--- config.mk ---
export PLATFORM = sky130hd
export DESIGN_NAME = axis_insert_header_pipe
export DESIGN_NICKNAME = d
export VERILOG_FILES = /design/src/rtl/axis_ins_hdr_pkg.sv /design/src/rtl/axis_ins_hdr_merge.sv /design/src/rtl/axis_insert_header_pipe.sv
export SDC_FILE = /design/constraint.sdc
export NUM_CORES = 1
export LEC_CHECK = 0
export BUFFER_PORTS_ARGS = -buffer_cell sky130_fd_sc_hd__buf_2
export CAP_MARGIN = 25
export CORE_MARGIN = 5
export CORE_UTILIZATION = 35
export DETAILED_ROUTE_END_ITERATION = 8
export HOLD_SLACK_MARGIN = 0.15
export PLACE_DENSITY = 0.67
export SYNTH_ARGS = -nofsm -noshare
export SYNTH_HDL_FRONTEND = slang
export SYNTH_SLANG_ARGS = --single-unit
--- constraint.sdc ---
create_clock -name clk -period 10.8 [get_ports clk]
set_input_delay 2.7 -clock clk [delete_from_list [all_inputs] [get_ports clk]]
set_output_delay 2.7 -clock clk [all_outputs]
set_load 0.05 [all_outputs]
--- src/rtl/axis_ins_hdr_pkg.sv ---
// Shared types and helpers for the AXI-Stream header inserter.
// Lane numbering is MSB-first: keep bit N-1 is lane 0 (data[DATA_WD-1 -: 8]).
package axis_ins_hdr_pkg;

  typedef enum logic [1:0] {
    S_HDR,
    S_BODY,
    S_TAIL
  } state_e;

  // Widest keep vector the helpers handle (DATA_WD up to 512).
  localparam int unsigned KeepMax = 64;

  typedef logic [KeepMax-1:0] keep_max_t;
  typedef logic [6:0]         cnt_t;

  // Number of set bits in a keep vector.
  function automatic cnt_t keep_count(input keep_max_t keep);
    cnt_t c;
    c = '0;
    for (int i = 0; i < KeepMax; i++) begin
      c = c + cnt_t'(keep[i]);
    end
    return c;
  endfunction

  // Keep vector with the top 'cnt' of 'lanes' lanes set (MSB-aligned).
  function automatic keep_max_t msb_mask(input cnt_t cnt, input cnt_t lanes);
    keep_max_t m;
    m = '0;
    for (int i = 0; i < KeepMax; i++) begin
      if ((cnt_t'(i) < lanes) && (cnt_t'(i) >= lanes - cnt)) begin
        m[i] = 1'b1;
      end
    end
    return m;
  endfunction

endpackage

--- src/rtl/axis_ins_hdr_merge.sv ---
// Combinational byte merge: the H carried bytes go to the top lanes, followed by
// the top N-H bytes of the incoming beat; the low H bytes of the beat become the
// next carry.
module axis_ins_hdr_merge #(
  parameter int unsigned DATA_WD = 32,
  parameter int unsigned CNT_WD  = $clog2(DATA_WD / 8 + 1)
) (
  input  logic [DATA_WD-1:0] i_carry,
  input  logic [DATA_WD-1:0] i_data,
  input  logic [CNT_WD-1:0]  i_hlen,
  output logic [DATA_WD-1:0] o_beat,
  output logic [DATA_WD-1:0] o_carry,
  output logic [DATA_WD-1:0] o_tail
);

  localparam int unsigned N = DATA_WD / 8;
  localparam logic [CNT_WD-1:0] NLanes = CNT_WD'(N);

  logic [CNT_WD-1:0]  w_hi_len;
  logic [DATA_WD-1:0] w_ones;

  assign w_hi_len = NLanes - i_hlen;
  assign w_ones   = '1;

  // Carry holds its bytes right-aligned; shifting left by N-H lanes MSB-aligns them.
  // With H=N the data shift reaches the full width and contributes nothing.
  assign o_tail  = i_carry << {w_hi_len, 3'b000};
  assign o_beat  = o_tail | (i_data >> {i_hlen, 3'b000});
  assign o_carry = i_data & ~(w_ones << {i_hlen, 3'b000});

endmodule

--- src/rtl/axis_insert_header_pipe.sv ---
// Inserts a 1..N byte header in front of each AXI-Stream packet, re-packing the
// payload so that output beats stay dense. One registered output stage.
// Optional keep protocol checker (err_keep output) enabled by AXIS_INSERT_HEADER_CHK_EN.
module axis_insert_header_pipe
  import axis_ins_hdr_pkg::*;
#(
  parameter int unsigned DATA_WD      = 32,
  parameter int unsigned DATA_BYTE_WD = DATA_WD / 8
) (
  input  logic                    clk,
  input  logic                    rst,
  input  logic                    valid_in,
  input  logic [DATA_WD-1:0]      data_in,
  input  logic [DATA_BYTE_WD-1:0] keep_in,
  input  logic                    last_in,
  output logic                    ready_in,
  output logic                    valid_out,
  output logic [DATA_WD-1:0]      data_out,
  output logic [DATA_BYTE_WD-1:0] keep_out,
  output logic                    last_out,
  input  logic                    ready_out,
  input  logic                    valid_insert,
  input  logic [DATA_WD-1:0]      data_insert,
  input  logic [DATA_BYTE_WD-1:0] keep_insert,
  output logic                    ready_insert
`ifdef AXIS_INSERT_HEADER_CHK_EN
  ,
  output logic                    err_keep
`endif
);

  localparam int unsigned N    = DATA_BYTE_WD;
  localparam int unsigned CntW = $clog2(N + 1);
  localparam logic [CntW:0] NSum = (CntW + 1)'(N);

  state_e              r_state;
  logic [CntW-1:0]     r_hlen;
  logic [CntW-1:0]     r_tail_len;
  logic [DATA_WD-1:0]  r_carry;
  logic                r_valid_out;
  logic [DATA_WD-1:0]  r_data_out;
  logic [N-1:0]        r_keep_out;
  logic                r_last_out;

  logic                w_out_free;
  logic                w_hs_hdr;
  logic                w_hs_in;
  logic [CntW-1:0]     w_h_in;
  logic [CntW-1:0]     w_l_in;
  logic [CntW:0]       w_sum;
  logic [CntW:0]       w_mask_cnt;
  logic                w_fits;
  logic [N-1:0]        w_keep_mask;
  logic [DATA_WD-1:0]  w_byte_mask;
  logic [DATA_WD-1:0]  w_hdr_mask;
  logic [DATA_WD-1:0]  w_ones;
  logic [DATA_WD-1:0]  w_beat;
  logic [DATA_WD-1:0]  w_carry_next;
  logic [DATA_WD-1:0]  w_tail;

  // Handshakes; both readies are forced low while reset is asserted.
  assign w_out_free   = !r_valid_out || ready_out;
  assign ready_insert = !rst && (r_state == S_HDR);
  assign ready_in     = !rst && (r_state == S_BODY) && w_out_free;
  assign w_hs_hdr     = valid_insert && ready_insert;
  assign w_hs_in      = valid_in && ready_in;

  assign valid_out = r_valid_out;
  assign data_out  = r_data_out;
  assign keep_out  = r_keep_out;
  assign last_out  = r_last_out;

  axis_ins_hdr_merge #(
    .DATA_WD (DATA_WD),
    .CNT_WD  (CntW)
  ) u_merge (
    .i_carry (r_carry),
    .i_data  (data_in),
    .i_hlen  (r_hlen),
    .o_beat  (w_beat),
    .o_carry (w_carry_next),
    .o_tail  (w_tail)
  );

  // Byte counts, final-beat keep mask and its byte-wide data mask.
  always_comb begin
    w_h_in      = CntW'(keep_count(keep_max_t'(keep_insert)));
    w_l_in      = CntW'(keep_count(keep_max_t'(keep_in)));
    w_sum       = {1'b0, r_hlen} + {1'b0, w_l_in};
    w_fits      = (w_sum <= NSum);
    // In S_TAIL the mask covers the residual bytes, otherwise the whole H+L packet end.
    w_mask_cnt  = (r_state == S_TAIL) ? {1'b0, r_tail_len} : w_sum;
    w_keep_mask = N'(msb_mask(cnt_t'(w_mask_cnt), cnt_t'(N)));
    w_byte_mask = '0;
    for (int i = 0; i < N; i++) begin
      w_byte_mask[i*8 +: 8] = {8{w_keep_mask[i]}};
    end
    w_ones     = '1;
    w_hdr_mask = ~(w_ones << {w_h_in, 3'b000});
  end

  // Packet FSM with the registered output stage.
  always_ff @(posedge clk) begin
    if (rst) begin
      r_state     <= S_HDR;
      r_hlen      <= '0;
      r_tail_len  <= '0;
      r_carry     <= '0;
      r_valid_out <= 1'b0;
      r_data_out  <= '0;
      r_keep_out  <= '0;
      r_last_out  <= 1'b0;
    end else begin
      if (ready_out) begin
        r_valid_out <= 1'b0;
      end
      case (r_state)
        S_HDR: begin
          if (w_hs_hdr) begin
            r_hlen  <= w_h_in;
            r_carry <= data_insert & w_hdr_mask;
            r_state <= S_BODY;
          end
        end
        S_BODY: begin
          if (w_hs_in) begin
            r_valid_out <= 1'b1;
            r_carry     <= w_carry_next;
            if (last_in && w_fits) begin
              r_data_out <= w_beat & w_byte_mask;
              r_keep_out <= w_keep_mask;
              r_last_out <= 1'b1;
              r_state    <= S_HDR;
            end else begin
              r_data_out <= w_beat;
              r_keep_out <= '1;
              r_last_out <= 1'b0;
              if (last_in) begin
                r_tail_len <= CntW'(w_sum - NSum);
                r_state    <= S_TAIL;
              end
            end
          end
        end
        S_TAIL: begin
          if (w_out_free) begin
            r_valid_out <= 1'b1;
            r_data_out  <= w_tail & w_byte_mask;
            r_keep_out  <= w_keep_mask;
            r_last_out  <= 1'b1;
            r_state     <= S_HDR;
          end
        end
        default: r_state <= S_HDR;
      endcase
    end
  end

`ifdef AXIS_INSERT_HEADER_CHK_EN
  logic r_err_keep;
  logic w_hdr_keep_ok;
  logic w_last_keep_ok;
  cnt_t w_h_cnt;
  cnt_t w_l_cnt;

  // Header keep must be right-aligned contiguous, last payload keep MSB-aligned.
  assign w_h_cnt        = keep_count(keep_max_t'(keep_insert));
  assign w_l_cnt        = keep_count(keep_max_t'(keep_in));
  assign w_hdr_keep_ok  = (w_h_cnt != '0) &&
                          (keep_max_t'(keep_insert) == msb_mask(w_h_cnt, w_h_cnt));
  assign w_last_keep_ok = (w_l_cnt != '0) &&
                          (keep_max_t'(keep_in) == msb_mask(w_l_cnt, cnt_t'(N)));

  // Sticky keep protocol error flag, observed on accepted beats only.
  always_ff @(posedge clk) begin
    if (rst) begin
      r_err_keep <= 1'b0;
    end else if ((w_hs_hdr && !w_hdr_keep_ok) ||
                 (w_hs_in && !last_in && !(&keep_in)) ||
                 (w_hs_in && last_in && !w_last_keep_ok)) begin
      r_err_keep <= 1'b1;
    end
  end

  assign err_keep = r_err_keep;
`endif

endmodule

# --- After elaboration in Yosys (flattened, before gate mapping) ---
# Cells that the tools add are included.
word_totals:
  regBits: 78
classes:
  n_bitwise: 8
  n_lt_le_gt_ge: 5
  addsub: 10
  shifts: 4
  muxes: 30
  eq_ne: 6
  reduce_logical: 17
ops:
  columns: ["cell", "n"]
  rows:
  - ["32-bit 2-to-1 mux", 5]
  - ["32-bit bitwise AND", 4]
  - ["32-bit one-hot mux with 2 select lines", 2]
  - ["32-bit NOT", 2]
  - ["32-bit by 6-bit << shifter with 32-bit output (first input constant)", 2]
  - ["32-bit OR", 1]
  - ["32-bit by 6-bit << shifter with 32-bit output", 1]
  - ["32-bit by 6-bit >> shifter with 32-bit output", 1]
  - ["4-bit 2-to-1 mux", 4]
  - ["1-bit by 7-bit >= comparator with 1-bit output (first input constant)", 2]
  - ["2-bit by 7-bit >= comparator with 1-bit output (first input constant)", 2]
  - ["1-bit 2-to-1 mux", 10]
  - ["2-bit 2-to-1 mux", 5]
  - ["4-bit one-hot mux with 2 select lines", 1]
  - ["4-bit AND reduction", 2]
  - ["2-bit by 1-bit adder with 3-bit output", 2]
  - ["3-bit by 1-bit adder with 3-bit output", 2]
  - ["1-bit logical AND", 6]
  - ["2-bit inequality test (second input constant)", 3]
  - ["2-bit one-hot mux with 3 select lines", 1]
  - ["3-bit AND reduction", 2]
  - ["3-bit by 4-bit subtractor with 5-bit output (first input constant)", 1]
  - ["1-bit by 1-bit adder with 2-bit output", 2]
  - ["3-bit by 3-bit adder with 4-bit output", 1]
  - ["other kinds (13)", 16]

# --- Logic depth before layout (Yosys ltp) ---
logic_depth:
  depth_word: 12
  mapped_depth: 14
  mapped_depth_nobuf: 12

# --- Cells and area by module ---
# From an unflattened synthesis, not the netlist that was laid out.
hier_totals:
  cells_unflattened: 653
  area_unflattened_um2: 5280.1
by_module_without_submodules:
  columns: ["module", "cells_per_inst", "area_per_inst_um2", "n_inst"]
  rows:
  - ["axis_insert_header_pipe", 448, 3837.4, 1]
  - ["axis_ins_hdr_merge", 205, 1442.6, 1]

# --- Worst setup path after synthesis ---
# Ideal clock, no wire load.
synth_timing:
  path_type: "input port to output port"
  startpoint: "input port rst"
  endpoint: "output port ready_in"
  required_time_ps: 8100
  setup_slack_ps: 3618
  n_path_buf: 3
  stages: 4
  arrival_time_ps: 4482
  cell_sequence: "buf_2 buf_1 clkbuf_1 nor3b_1"
synth_via:
  elab_chain_cells: 3
synth_lines:
  columns: ["item", "line", "source"]
  rows:
  - ["start, declared", "axis_insert_header_pipe.sv:11", "input logic rst,"]
  - ["1-bit zero test", "axis_insert_header_pipe.sv:64", "assign ready_in = !rst && (r_state == S_BODY) && w_out_free;"]
  - ["1-bit logical AND (2 in series)", "axis_insert_header_pipe.sv:64", null]
  - ["end, declared", "axis_insert_header_pipe.sv:16", "output logic ready_in,"]
# No other way between the ends.

# --- Worst setup path in the final report ---
layout_timing:
  startpoint: "input port keep_in[0]"
  endpoint: "register r_data_out[11], in the netlist data_out[11]"
layout_via:
  elab_chain_cells: 12
  word_cells_on_any_way: 16
layout_lines:
  columns: ["item", "line", "source"]
  rows:
  - ["start, declared", "axis_insert_header_pipe.sv:14", "input logic [DATA_BYTE_WD-1:0] keep_in,"]
  - ["1-bit by 1-bit adder with 2-bit output (*)", "axis_ins_hdr_pkg.sv:22", "c = c + cnt_t'(keep[i]);"]
  - ["2-bit by 1-bit adder with 3-bit output (*)", "axis_ins_hdr_pkg.sv:22", null]
  - ["3-bit by 1-bit adder with 3-bit output (*)", "axis_ins_hdr_pkg.sv:22", null]
  - ["3-bit by 3-bit adder with 4-bit output (*)", "axis_insert_header_pipe.sv:89", "w_sum = {1'b0, r_hlen} + {1'b0, w_l_in};"]
  - ["4-bit 2-to-1 mux", "axis_insert_header_pipe.sv:92", "w_mask_cnt = (r_state == S_TAIL) ? {1'b0, r_tail_len} : w_sum;"]
  - ["3-bit by 4-bit subtractor with 5-bit output", null, null]
  - ["1-bit by 7-bit >= comparator with 1-bit output", "axis_ins_hdr_pkg.sv:32", "if ((cnt_t'(i) < lanes) && (cnt_t'(i) >= lanes - cnt)) begin"]
  - ["1-bit 2-to-1 mux", "axis_ins_hdr_pkg.sv:32", null]
  - ["32-bit bitwise AND", "axis_insert_header_pipe.sv:130", "r_data_out <= w_beat & w_byte_mask;"]
  - ["32-bit 2-to-1 mux", "axis_insert_header_pipe.sv:129", "if (last_in && w_fits) begin"]
  - ["32-bit 2-to-1 mux", "axis_insert_header_pipe.sv:126", "if (w_hs_in) begin"]
  - ["32-bit one-hot mux with 2 select lines (*)", "axis_insert_header_pipe.sv:117", "case (r_state)"]
  - ["end signal, assigned", "axis_insert_header_pipe.sv:130", null]
  - ["end signal, assigned", "axis_insert_header_pipe.sv:135", "r_data_out <= w_beat;"]
  - ["end signal, assigned", "axis_insert_header_pipe.sv:148", "r_data_out <= w_tail & w_byte_mask;"]
  - ["end, declared", "axis_insert_header_pipe.sv:41", "logic [DATA_WD-1:0] r_data_out;"]
# Mark *: on every way between the ends. The rest lies on a longest branch, timed or not. The select of a mux whose other input is x is not followed.
# A chain may end at the register's enable or synchronous reset.

==> results.py <==
metrics = {
    "timing": {
        "worst_pin_slew_ns": 1.13,
        "setup_viol": 0,
        "finClkSkew_ns": 0.00624,
        "final_max_slew_viol_count": 0,
        "final.setup.tns_ns": 0,
        "rsz0062_at_grt": "no",
        "fmax_mhz": 151,
        "slew_headroom_pct": 24.3,
        "final-hold-violation-count": 0,
        "hold_slack_ns": 0.461,
        "post-route-period-util_pct": 61.2,
        "period_needed_ns": 6.61,
    },
    "worst_setup_path": {
        "crit_path_frequent_cell": "fa_1",
        "cp_top_family": "adder cells",
        "arrival_ns": 6.85,
        "r2r-start": "r_hlen[0]$_SDFFE_PP0P_",
        "critical_path.startpoint_type": "input port",
        "slowest_stage": "a211oi_2",
        "cp_data_required_time_ns": 11.04,
        "critPathCaptureType": "register",
        "slowest_delay_ns": 0.73,
        "path_cells": "buf_2, fa_1, inv_1, fa_1, fa_1, inv_1, mux2i_1, ha_1, and4b_1, a22oi_1, a211oi_2, nand2b_1, a221oi_2",
        "critPathLaunch": "keep_in[0]",
        "path_max_fanout": 13,
        "path_buf_inv": 3,
        "critPathKind": "input port to register",
    },
    "routing": {
        "via_count": 5075,
        "drc_errors": 0,
        "dr.pass1.iters": 7,
        "viasPerCell": 5.89,
        "drt_iter0_drc": 512,
        "ant_nets": 0,
        "drt_wl_total_um": 17300,
        "wl_per_cell_um": 20.1,
    },
    "clocking": {
        "cts_buffers": 9,
        "cts.sinks": 78,
        "clock_path_buffers": 2,
        "cts_tree": "yes",
        "clockRootBuffer": "clkbuf_16",
        "hold_buffers": 0,
        "cts_setup_buffers": 0,
        "worstSkewPairLatency_ns": 0.34,
        "clkSlewWorstSetupHoldPaths_ns": 0.06,
        "cts_resized": 0,
        "h-tree-depth": 3,
    },
    "placed_design": {
        "place_congestion": 0.917,
        "place_inst": 846,
        "port_buffers": 117,
        "dp_hpwl_um": 12900,
    },
    "die": {
        "dieArea_um2": 16900,
        "fp.dieW_um": 130,
        "rows": 43,
        "ios": 118,
        "initial_utilization_pct": 35.9,
        "die_y_um": 130,
        "core_area_um2": 14000,
    },
    "finish": {
        "layout-drive-gt1-share_pct": 25.6,
        "final_cell_mix": "117 x buf_2, 77 x dfxtp_1, 61 x nand2_1, 61 x nor2_1, 42 x mux2i_1",
        "fin_util_pct": 42.7,
        "layout.nets": 772,
        "mostFrequentLayoutCell": "buf_2",
        "syn2layout_area_growth_pct": 18.8,
        "stdcell_count": 861,
        "nFillCells": 1416,
        "antenna-diode-count": 0,
    },
    "logic_synthesis": {
        "syn-cell-area_um2": 5030,
        "async_reset_ff_share_pct": 0,
        "yosys.area.top_type": "dfxtp_1",
        "synth_top_area_share_pct": 31.1,
        "yosysSeqAreaShare_pct": 31.1,
        "synth_area_leaders": "dfxtp_1 31%, mux2i_1 8.4%, a211oi_1 6.1%, a22oi_1 5.5%, nand2_1 4.6%",
        "ys.flop_type": "dfxtp_1",
        "syn_nets": 689,
        "yosys_warnings": 0,
        "ys_types": 59,
        "syn_avg_cell_area_um2": 8.47,
        "syn_inst": 594,
        "ys_ff_latch": 78,
        "synth_edf_count": 0,
    },
    "power": {
        "irDropWorstVdd_mv": 0.181,
        "p_leak_nw": 2.30,
        "p_total_w": 0.00178,
        "power_density_nw_per_um2": 298,
    },
    "global_route": {
        "grt_max_degree": 83,
        "grt_pass1_vias": 4798,
        "grt_pass1_wl_um": 27100,
        "antenna_found_initial": 0,
        "overflow": 0,
        "grtUsageTotal_pct": 20.4,
    },
    "min_path": {
        "hold_path_class": "register to register",
        "hold_path.startpoint": "keep_out[3]$_SDFFE_PP0P_",
    },
    "run": {
        "cap_violations": 0,
    },
    "status": {
        "status": "complete, no violations",
    },
}
-- worst register-to-register path: cells and delay by family (launching register included) --
family                   cells  cell delay, ns
AND/OR/NAND/NOR              2            0.69
buffers and inverters        2            0.40
AO/OA/AOI/OAI                3            1.25
adder cells (fa/ha/maj)      3            1.42
flip-flops                   1            0.32
multiplexers                 1            0.25
-- cell families (layout without fill, tap and decap cells) --
| kind of cell | count (synthesis) | count (layout) | synth area share, % |
|---|---|---|---|
| AO/OA/AOI/OAI | 205 | 205 | 31.8 |
| buffers and inverters | 69 | 156 | 6.15 |
| multiplexers | 51 | 51 | 10.5 |
| XOR/XNOR | 1 | 1 | 0.324 |
| AND/OR/NAND/NOR | 173 | 173 | 15.4 |
| flip-flops | 78 | 78 | 31.1 |
| adder cells (fa/ha/maj) | 17 | 17 | 4.83 |
-- report_power, final --
group,internal [W],leakage (nW),switching (W),total [W]
clock network,0.000213,0.161,0.000117,0.000330
logic,0.000320,1.50,0.000660,0.000980
registers,0.000385,0.637,0.0000845,0.000470
total,0.000918,2.30,0.000862,0.00178
-- cells in the mapped netlist (all sizes together) (9+ instances only) --
cell type / count
a211oi: 43
a21oi: 32
a221oi: 20
a22oi: 38
buf: 31
clkbuf: 22
dfxtp: 78
ha: 13
inv: 15
mux2: 9
mux2i: 42
nand2: 61
nand3: 10
nor2: 62
nor3: 12
o21ai: 17
-- final timing paths --
kind              slack [ns]                   endpoint  cells past startpoint
setup / recovery        4.19  data_out[11]$_SDFFE_PP0P_                     13
hold reg to reg         0.46   keep_out[3]$_SDFFE_PP0P_                      2
setup reg to reg        6.38  data_out[11]$_SDFFE_PP0P_                     11
hold / removal          0.46   keep_out[3]$_SDFFE_PP0P_                      2
-- stage by stage --
step / instance area (um^2) / setup slack, ns
after CTS: 5970 / 4.16
after floorplan: 5030 / 3.62
final: 5970 / 4.19
after global placement: 5650 / 4.00
after global routing: 5970 / 3.90
after detailed placement: 5650 / 3.86
-- layout make-up --
type                       count  area (um^2)  area share [%]
clock buffer                  11          253            4.23
clock inverter                 4         70.1            1.17
inverter                      16         60.1            1.01
multi-input combinational    447         3160            52.9
sequential                    78         1560            26.2
tap                          180          225            3.77
timing repair buffer         125          646            10.8
-- sequential cells by signal, summed over array words and instances (netlist names) --
signal	count
r_carry	32
r_state	2
keep_out	4
r_tail_len	3
r_hlen	3
data_out	32
last_out	1
valid_out	1
-- routing by layer --
layer,track usage (%),up-vias,routed length (um)
li1,-,2436,-
met1,31.1,2290,7940
met2,29.1,321,7330
met3,3.89,28,1750
met4,5.75,0,279
met5,0,-,0
Power figures use the tool's default switching activity.
